### src/rtl/serial_add_sequencer_if.sv
// Operand/result bundle for the nibble-serial adder: the requester drives
// operands and start, and the sequencer returns status and the registered result.
interface serial_add_sequencer_if #(
    parameter int NIB = 8
);
    logic                 start;
    logic                 sub;
    logic [4*NIB-1:0]     a;
    logic [4*NIB-1:0]     b;
    logic                 cin;
    logic                 busy;
    logic                 done;
    logic [4*NIB-1:0]     s;
    logic                 cout;
    logic                 ovf;

    modport master (
        output start, sub, a, b, cin,
        input  busy, done, s, cout, ovf
    );

    modport slave (
        input  start, sub, a, b, cin,
        output busy, done, s, cout, ovf
    );
endinterface

### src/rtl/serial_add_sequencer.sv
// Nibble-serial 32-bit add/subtract: one shared 4-bit CLA slice is stepped
// over NIB cycles, and the final result, carry and overflow are registered on completion.
module adder (
    input  logic [3:0] a,
    input  logic [3:0] b,
    input  logic       cin,
    output logic [3:0] s,
    output logic       cout
);
    logic [3:0] g;
    logic [3:0] p;
    logic [4:0] c;

    assign g    = a & b;
    assign p    = a ^ b;
    assign c[0] = cin;
    assign c[1] = g[0] | (p[0] & cin);
    assign c[2] = g[1] | (p[1] & g[0]) | (p[1] & p[0] & cin);
    assign c[3] = g[2] | (p[2] & g[1]) | (p[2] & p[1] & g[0]) | (p[2] & p[1] & p[0] & cin);
    assign c[4] = g[3] | (p[3] & g[2]) | (p[3] & p[2] & g[1]) | (p[3] & p[2] & p[1] & g[0])
                | (p[3] & p[2] & p[1] & p[0] & cin);
    assign s    = p ^ c[3:0];
    assign cout = c[4];
endmodule

module serial_add_sequencer #(
    parameter int NIB = 8
) (
    input logic                  clk,
    input logic                  rst,
    serial_add_sequencer_if.slave bus
);
    localparam int         W    = 4 * NIB;
    localparam logic [2:0] LAST = 3'(NIB - 1);

    typedef enum logic [1:0] {IDLE, RUN, DONE} state_t;

    state_t         state_q;
    state_t         state_d;
    logic [2:0]     idx;
    logic           carry;
    logic [W-1:0]   opa;
    logic [W-1:0]   opb;
    logic [W-1:0]   res;
    logic [W-1:0]   s_q;
    logic           cout_q;
    logic           ovf_q;
    logic [3:0]     slice_s;
    logic           slice_cout;
    logic           accept;
    logic           last;

    // Signed overflow: operands share a sign and the result's sign differs.
    function automatic logic ovf_f(input logic a_msb, input logic b_msb, input logic r_msb);
        return ~(a_msb ^ b_msb) & (r_msb ^ a_msb);
    endfunction

    adder u_slice (
        .a    (opa[{idx, 2'b00} +: 4]),
        .b    (opb[{idx, 2'b00} +: 4]),
        .cin  (carry),
        .s    (slice_s),
        .cout (slice_cout)
    );

    assign accept = bus.start && (state_q == IDLE || state_q == DONE);
    assign last   = (state_q == RUN) && (idx == LAST);

    always_ff @(posedge clk) begin
        if (rst) begin
            state_q <= IDLE;
        end else begin
            state_q <= state_d;
        end
    end

    always_comb begin
        state_d  = state_q;
        bus.busy = 1'b0;
        bus.done = 1'b0;
        case (state_q)
            IDLE: begin
                if (bus.start) state_d = RUN;
            end
            RUN: begin
                bus.busy = 1'b1;
                if (idx == LAST) state_d = DONE;
            end
            DONE: begin
                bus.done = 1'b1;
                state_d  = bus.start ? RUN : IDLE;
            end
            default: state_d = IDLE;
        endcase
    end

    always_ff @(posedge clk) begin
        if (rst) begin
            idx    <= '0;
            carry  <= 1'b0;
            opa    <= '0;
            opb    <= '0;
            res    <= '0;
            s_q    <= '0;
            cout_q <= 1'b0;
            ovf_q  <= 1'b0;
        end else if (accept) begin
            // Subtraction is a + ~b + 1, so cin is replaced by the forced carry.
            opa   <= bus.a;
            opb   <= bus.sub ? ~bus.b : bus.b;
            carry <= bus.sub ? 1'b1 : bus.cin;
            idx   <= '0;
        end else if (state_q == RUN) begin
            res[{idx, 2'b00} +: 4] <= slice_s;
            carry                  <= slice_cout;
            idx                    <= idx + 3'd1;
            if (last) begin
                s_q    <= {slice_s, res[W-5:0]};
                cout_q <= slice_cout;
                ovf_q  <= ovf_f(opa[W-1], opb[W-1], slice_s[3]);
            end
        end
    end

    assign bus.s    = s_q;
    assign bus.cout = cout_q;
    assign bus.ovf  = ovf_q;
endmodule

### src/flat_wrapper.sv
// flat-port wrapper written by rule: the top's interface ports become plain ports
module serial_add_sequencer_flat 
#(
    parameter int NIB = 8
)
  (clk, rst, bus_start, bus_sub, bus_a, bus_b, bus_cin, bus_busy, bus_done, bus_s, bus_cout, bus_ovf);
  serial_add_sequencer_if #(.NIB(NIB)) bus_i ();
  input logic clk;
  input logic rst;
  input wire logic [$bits(bus_i.start)-1:0] bus_start;
  input wire logic [$bits(bus_i.sub)-1:0] bus_sub;
  input wire logic [$bits(bus_i.a)-1:0] bus_a;
  input wire logic [$bits(bus_i.b)-1:0] bus_b;
  input wire logic [$bits(bus_i.cin)-1:0] bus_cin;
  output wire logic [$bits(bus_i.busy)-1:0] bus_busy;
  output wire logic [$bits(bus_i.done)-1:0] bus_done;
  output wire logic [$bits(bus_i.s)-1:0] bus_s;
  output wire logic [$bits(bus_i.cout)-1:0] bus_cout;
  output wire logic [$bits(bus_i.ovf)-1:0] bus_ovf;
  assign bus_i.start = bus_start;
  assign bus_i.sub = bus_sub;
  assign bus_i.a = bus_a;
  assign bus_i.b = bus_b;
  assign bus_i.cin = bus_cin;
  assign bus_busy = bus_i.busy;
  assign bus_done = bus_i.done;
  assign bus_s = bus_i.s;
  assign bus_cout = bus_i.cout;
  assign bus_ovf = bus_i.ovf;
  serial_add_sequencer #(.NIB(NIB)) u_core (.clk(clk), .rst(rst), .bus(bus_i));
endmodule
### config.mk
export PLATFORM = sky130hd
export DESIGN_NAME = serial_add_sequencer_flat
export DESIGN_NICKNAME = d
export VERILOG_FILES = /design/src/rtl/serial_add_sequencer_if.sv /design/src/rtl/serial_add_sequencer.sv /design/src/flat_wrapper.sv
export SDC_FILE = /design/constraint.sdc
export NUM_CORES = 1
export LEC_CHECK = 0
export ABC_CLOCK_PERIOD_IN_PS = 7730
export CELL_PAD_IN_SITES_DETAIL_PLACEMENT = 2
export CELL_PAD_IN_SITES_GLOBAL_PLACEMENT = 2
export CORE_MARGIN = 2
export CORE_UTILIZATION = 34
export CTS_CLUSTER_DIAMETER = 80
export DETAILED_ROUTE_END_ITERATION = 7
export PLACE_DENSITY = 0.95
export SLEW_MARGIN = 20
export SYNTH_ARGS = -nofsm -noshare
export SYNTH_HDL_FRONTEND = slang
export SYNTH_SLANG_ARGS = --single-unit
### constraint.sdc
create_clock -name clk -period 7.73 [get_ports clk]
set_input_delay 1.546 -clock clk [delete_from_list [all_inputs] [get_ports clk]]
set_output_delay 1.546 -clock clk [all_outputs]
set_load 0.02 [all_outputs]
**Word level (Yosys, flattened, before mapping)**

Cells that the tools add are included.

- Shift-type cells: 4
- Reduce and logical (&&, ||, !) cells: 9
- Multiplexer cells: 11
- Bitwise operators: 35
- Add/sub/neg operators: 2
- Equality and inequality tests: 5

Operators with widths:

| cell | number |
|---|---|
| $shiftx A32 B6 Y4 | 2 |
| $bwmux W32 | 1 |
| $mux W32 | 1 |
| $not A32 Y32 | 1 |
| $shift A4 B7 Y32 const A | 1 |
| $shiftx A4 B7 Y32 | 1 |
| $and A1 B1 Y1 | 17 |
| $or A1 B1 Y1 | 10 |
| $xor A4 B4 Y4 | 2 |
| $neg A5 Y7 | 1 |
| $mux W1 | 6 |
| $pmux W2 S3 | 1 |
| $and A4 B4 Y4 | 1 |
| $mux W2 | 2 |
| $reduce_and A2 Y1 | 2 |
| $add A3 B1 Y3 const B | 1 |
| $eq A3 B3 Y1 const B | 1 |
| $reduce_and A3 Y1 | 1 |
| $eq A2 B1 Y1 const B | 1 |
| $eq A2 B2 Y1 const B | 1 |
| $logic_and A1 B1 Y1 | 2 |
| $logic_not A2 Y1 | 1 |
| $ne A2 B1 Y1 const B | 1 |
| $ne A2 B2 Y1 const B | 1 |
| other kinds (5) | 7 |

- Bits of input ports: 69
- Output and inout bits: 36
- Bits in registers: 136

**Depth between registers and ports, before layout**

- Word-level depth: 9
- Depth in mapped cells: 11
- Gate-level depth less buffers: 8

**By module**

A second synthesis with hierarchy kept.

- Cells, all modules: 656
- Area, all modules: 5768.0 um2

By module, submodules not included:

| module | area an instance (um2) | instances | cells an instance |
|---|---|---|---|
| serial_add_sequencer | 5620.4 | 1 | 639 |
| adder | 147.6 | 1 | 17 |

**Worst setup path before layout**

No wires, ideal clock.

- Path type: register to register
- Start point: register u_core.idx[0]
- End point: register u_core.ovf_q (netlist: u_core.bus.ovf)
- Data arrival time: 2.669 ns
- Path buffers: 2
- Slack: 4.970 ns
- Stages on the path, launching flop included: 11
- Setup time: 0.091 ns
- Cell sequence: dfxtp_1 > buf_6 > buf_4 > mux4_2 > nand2_1 > nand2_1 > ha_1 > a211oi_1 > o21ai_2 > a31o_2 > a311oi_1

- Longest elaborated chain between the ends: 9

Ends and longest elaborated chain:

| what | RTL line | RTL |
|---|---|---|
| start, declared | serial_add_sequencer.sv:40 | `logic [2:0] idx;` |
| start signal, assigned | serial_add_sequencer.sv:116 | `idx <= idx + 3'd1;` |
| $shiftx A32 B6 Y4, on equally long branches | serial_add_sequencer.sv:59, serial_add_sequencer.sv:60 |  |
| $xor A4 B4 Y4 or $and A4 B4 Y4 (tied branches) | serial_add_sequencer.sv:15, serial_add_sequencer.sv:14 |  |
| $and A1 B1 Y1 | serial_add_sequencer.sv:19 | `assign c[3] = g[2] \| (p[2] & g[1]) \| (p[2] & p[1] & g[0]) \| (p[2] & p[1] & p[0] & cin);` |
| $or A1 B1 Y1 or $and A1 B1 Y1 (tied branches) (2 in a row) | serial_add_sequencer.sv:19 |  |
| $or A1 B1 Y1 | serial_add_sequencer.sv:19 |  |
| $xor A4 B4 Y4 | serial_add_sequencer.sv:22 | `assign s = p ^ c[3:0];` |
| $xor A1 B1 Y1 | serial_add_sequencer.sv:55 | `return ~(a_msb ^ b_msb) & (r_msb ^ a_msb);` |
| $and A1 B1 Y1 | serial_add_sequencer.sv:55 |  |
| end signal, assigned | serial_add_sequencer.sv:120 | `ovf_q <= ovf_f(opa[W-1], opb[W-1], slice_s[3]);` |
| end, declared | serial_add_sequencer.sv:47 | `logic ovf_q;` |

Parallel ways exist; a longest one is shown, timed or not.
A chain may end at the register's enable or synchronous reset.

**Worst setup path in the final report**

- Start point: register u_core.idx[0]
- End point: register u_core.carry

- Longest elaborated chain between the ends: 9

Ends and longest elaborated chain:

| what | RTL line | RTL |
|---|---|---|
| $shiftx A32 B6 Y4, on equally long branches | serial_add_sequencer.sv:59, serial_add_sequencer.sv:60 |  |
| $xor A4 B4 Y4 or $and A4 B4 Y4 (tied branches) | serial_add_sequencer.sv:15, serial_add_sequencer.sv:14 |  |
| $and A1 B1 Y1, on equally long branches | serial_add_sequencer.sv:20, serial_add_sequencer.sv:21 |  |
| $or A1 B1 Y1, or another cell as far along (2 in a row) | serial_add_sequencer.sv:20 | `assign c[4] = g[3] \| (p[3] & g[2]) \| (p[3] & p[2] & g[1]) \| (p[3] & p[2] & p[1] & g[0])` |
| $or A1 B1 Y1 or $and A1 B1 Y1 (tied branches) | serial_add_sequencer.sv:20, serial_add_sequencer.sv:21 |  |
| $or A1 B1 Y1 (*) | serial_add_sequencer.sv:21 | `\| (p[3] & p[2] & p[1] & p[0] & cin);` |
| $mux W1 (*) | serial_add_sequencer.sv:113 | `end else if (state_q == RUN) begin` |
| $mux W1 (*) | serial_add_sequencer.sv:107 | `end else if (accept) begin` |
| end signal, assigned | serial_add_sequencer.sv:111 | `carry <= bus.sub ? 1'b1 : bus.cin;` |
| end signal, assigned | serial_add_sequencer.sv:115 | `carry <= slice_cout;` |
| end, declared | serial_add_sequencer.sv:41 | `logic carry;` |

Every way passes the cells marked *; elsewhere a longest branch is shown, timed or not. The select of a mux whose other input is x is not followed.

==> impl_results.md <==
* First-pass GRT wire length at 32590 µm
* Dpl ws at 3.665 ns
* Leak at 2.720 nW
* Vias at 5197
* Row count at 47
* FILL cells at 1743
* Count of max-cap constraint violations at 0
* Clk sinks at 132
* FF-to-FF setup slack at 3.63 ns
* CTS tree: done
* Die area at 18190 µm²
* Cell area power density at 234.8 nW/µm²
* Slew @ Worst Pin at 1.001 ns
* Drt total wl at 20510 µm
* Total Routing Usage GR at 23.46%
* R2R Path End: u_core.carry
* Layout cell share with drive strength beyond 1 at 8.367%
* Detailed placement HPWL at 13480 µm
* Crit-path max FO at 20
* CP max stage delay at 0.87 ns
* GPL Wtd Cong at 0.7948
* Status: complete, no violations
* CTS root buffer: clkbuf_16
* Critical Path Start: u_core.idx[0]
* Worst path bufs/invs at 1
* PostCTS Resize Cnt at 0
* Final worst setup slack at 3.631 ns
* Worst setup path class: reg2reg
* Crit path max-delay cell type: dfxtp_1
* Fin crit share at 53.03%
* Post-route setup TNS at 0 ns
* Delay-heaviest family, CP: simple AND/OR/NAND/NOR gates
* Die W at 134.9 µm
* Final Slew Violations at 0
* Residual DRC at 0
* Post-route antenna net violation count at 0
* CTS hold repair buffers at 0
* RSZ-0062 raised after global routing: no
* Clock Tree Buf Depth at 2
* Mapped Cells at 663
* WL/cell at 21.08 µm
* Seq cells post-synth at 132
* Critical Path RT at 8.03 ns
* Most repeated library cell on the critical path: nand2_1
* Core Footprint at 16640 µm²
* H-tree depth at 4
* Top-area cell type share of the netlist area at 45.37%
* Synth area leader: dfxtp_1
* Via density at 5.341
* Initial core utilization at 35.00%
* EDFF count, synth at 0
* Clock Latency Late Sink at 0.43 ns
* Worst setup EP type: flop
* Die height at 134.9 µm
* Largest net degree at the start of global routing at 101
* Type of the worst min-delay path: reg2reg
* Clock buffers created by TritonCTS at 17
* Mapped Area at 5824 µm²
* Nets at 822
* Register area share after synthesis at 45.37%
* Critical R2R Launch: u_core.idx[0]
* Port buffer count at 104
* Initial antenna violation count at 0
* Antenna Cells at 0
* Worst-path clk slew at 0.06 ns
* Final Setup Violations at 0
* Syn_area_per_cell at 8.785 µm²
* I/O pin count at 105
* Peak VDD IR at 162.1 µV
* Synth Net Count at 745
* Critical Path AT at 4.40 ns
* Crit start category: flop
* Crit-path cells: buf_4 -> mux4_2 -> nand2_1 -> nand2_1 -> ha_1 -> a21oi_1 -> nand4b_1 -> and3b_1 -> a2111oi_0
* Ys Warns at 0
* Min cycle time layout at 4.099 ns
* Register-to-Register Path Depth at 9
* Ys flop type: dfxtp_1
* CP endpoint: u_core.carry
* Levels on crit path at 9
* Yosys cell types at 47
* Remaining global-route overflow at 0
* Max-slew headroom at 33.28%
* Final hold viol count at 0
* Async set-or-reset flop fraction in the synthesized netlist at 0%
* DRT iter0 DRCs at 201
* Drt pass-1 iters at 4
* Postcts setup bufs at 0
* Synth area leaders: dfxtp_1, nand2_1, a21oi_1
* Area grow syn2layout at 29.71%
* Max Clock Skew at 0.008805 ns
* Vias in the first global route at 5894
* FMAX at 0.2439 GHz
-- layout make-up --
type                       instances  area (µm²)  area share [%]
clock inverter                    15       170.2           2.252
clock buffer                      17       425.4           5.631
inverter                           5       18.77          0.2484
multi-input combinational        473        2937           38.87
sequential                       132        2643           34.98
tap                              220       275.3           3.644
timing repair buffer             111        1086           14.38
-- metrics by stage --
step	utilization (%)	instances	power, W	cell area, µm²	hold slack (ns)
after detailed placement	41.80	941	0.0009503	6957	0.4523
final	45.40	973	0.001774	7555	0.4567
after CTS	45.38	973	0.001785	7552	0.4598
after global routing	45.40	973	0.001840	7555	0.4755
after global placement	41.80	941	0.0009301	6957	0.4438
after floorplan	-	663	0.0008635	5824	0.4315
-- cell families (layout without fill, tap and decap cells) --
family          after synthesis  after routing  share of synthesized area, %
buf+inv                      58            148                         4.382
flops                       132            132                         45.37
fa+ha+maj                    13             13                         2.922
xor+xnor                     35             35                         5.263
simple gates                270            270                         20.49
mux                          26             26                         8.034
compound gates              129            129                         13.53
-- where the power goes --
part	total, W	switching [W]	internal, W	leakage, nW
clock	0.000827	0.000344	0.000483	0.282
combinational	0.000212	0.000120	0.0000922	1.36
sequential	0.000735	0.0000255	0.000709	1.08
-- cell usage in the layout (no fill, tap or decap), drive strengths merged, types with 10 or more instances in the layout --
master / n
xnor2: 34
mux2i: 10
ha: 12
a21oi: 78
nor2: 54
a211oi: 35
clkbuf: 17
inv: 11
clkdlybuf4s50: 102
dfxtp: 132
nand2: 161
mux4: 16
-- worst min-delay path by stage --
stage,startpoint,endpoint,slack [ns],cells past startpoint
floorplan,u_core.opa[7],u_core.opa[7],0.43,2
global placement,u_core.bus.s[19],u_core.bus.s[19],0.44,2
detailed placement,u_core.opa[26],u_core.opa[26],0.45,2
CTS,u_core.opa[26],u_core.opa[26],0.46,2
global route,u_core.bus.s[17],u_core.bus.s[17],0.48,2
finish,u_core.bus.s[17],u_core.bus.s[17],0.46,2
-- cells in the mapped netlist, drive strengths merged, types with 6 or more instances --
cell,number
xnor2,34
ha,12
o41ai,6
nand3,6
nor3,6
nand3b,9
buf,24
nand4b,6
nor2,54
clkbuf,29
nand4,7
nand2,161
mux2i,10
a21oi,78
mux4,16
dfxtp,132
a211oi,35
-- per-layer routing --
layer / wire (µm) / vias to the layer above / global-route usage, %
met5: 0 / - / 0
met4: 654 / 0 / 10.18
met3: 766 / 49 / 5.330
met2: 11190 / 162 / 44.78
met1: 7902 / 2548 / 24.37
li1: - / 2438 / -
-- tightest hold or removal path, stage by stage, from the launching register on --
cell and delay [ns]:
dfxtp_1 0.31, nand2_1 0.05, a21oi_1 0.05
-- sequential cells by signal, summed over array words and instances, names as in the netlist --
register         count
u_core.bus.cout      1
u_core.bus.ovf       1
u_core.bus.s        32
u_core.carry         1
u_core.idx           3
u_core.opa          32
u_core.opb          32
u_core.res          28
u_core.state_q       2
No activity file was read; power rests on OpenSTA's default activity.
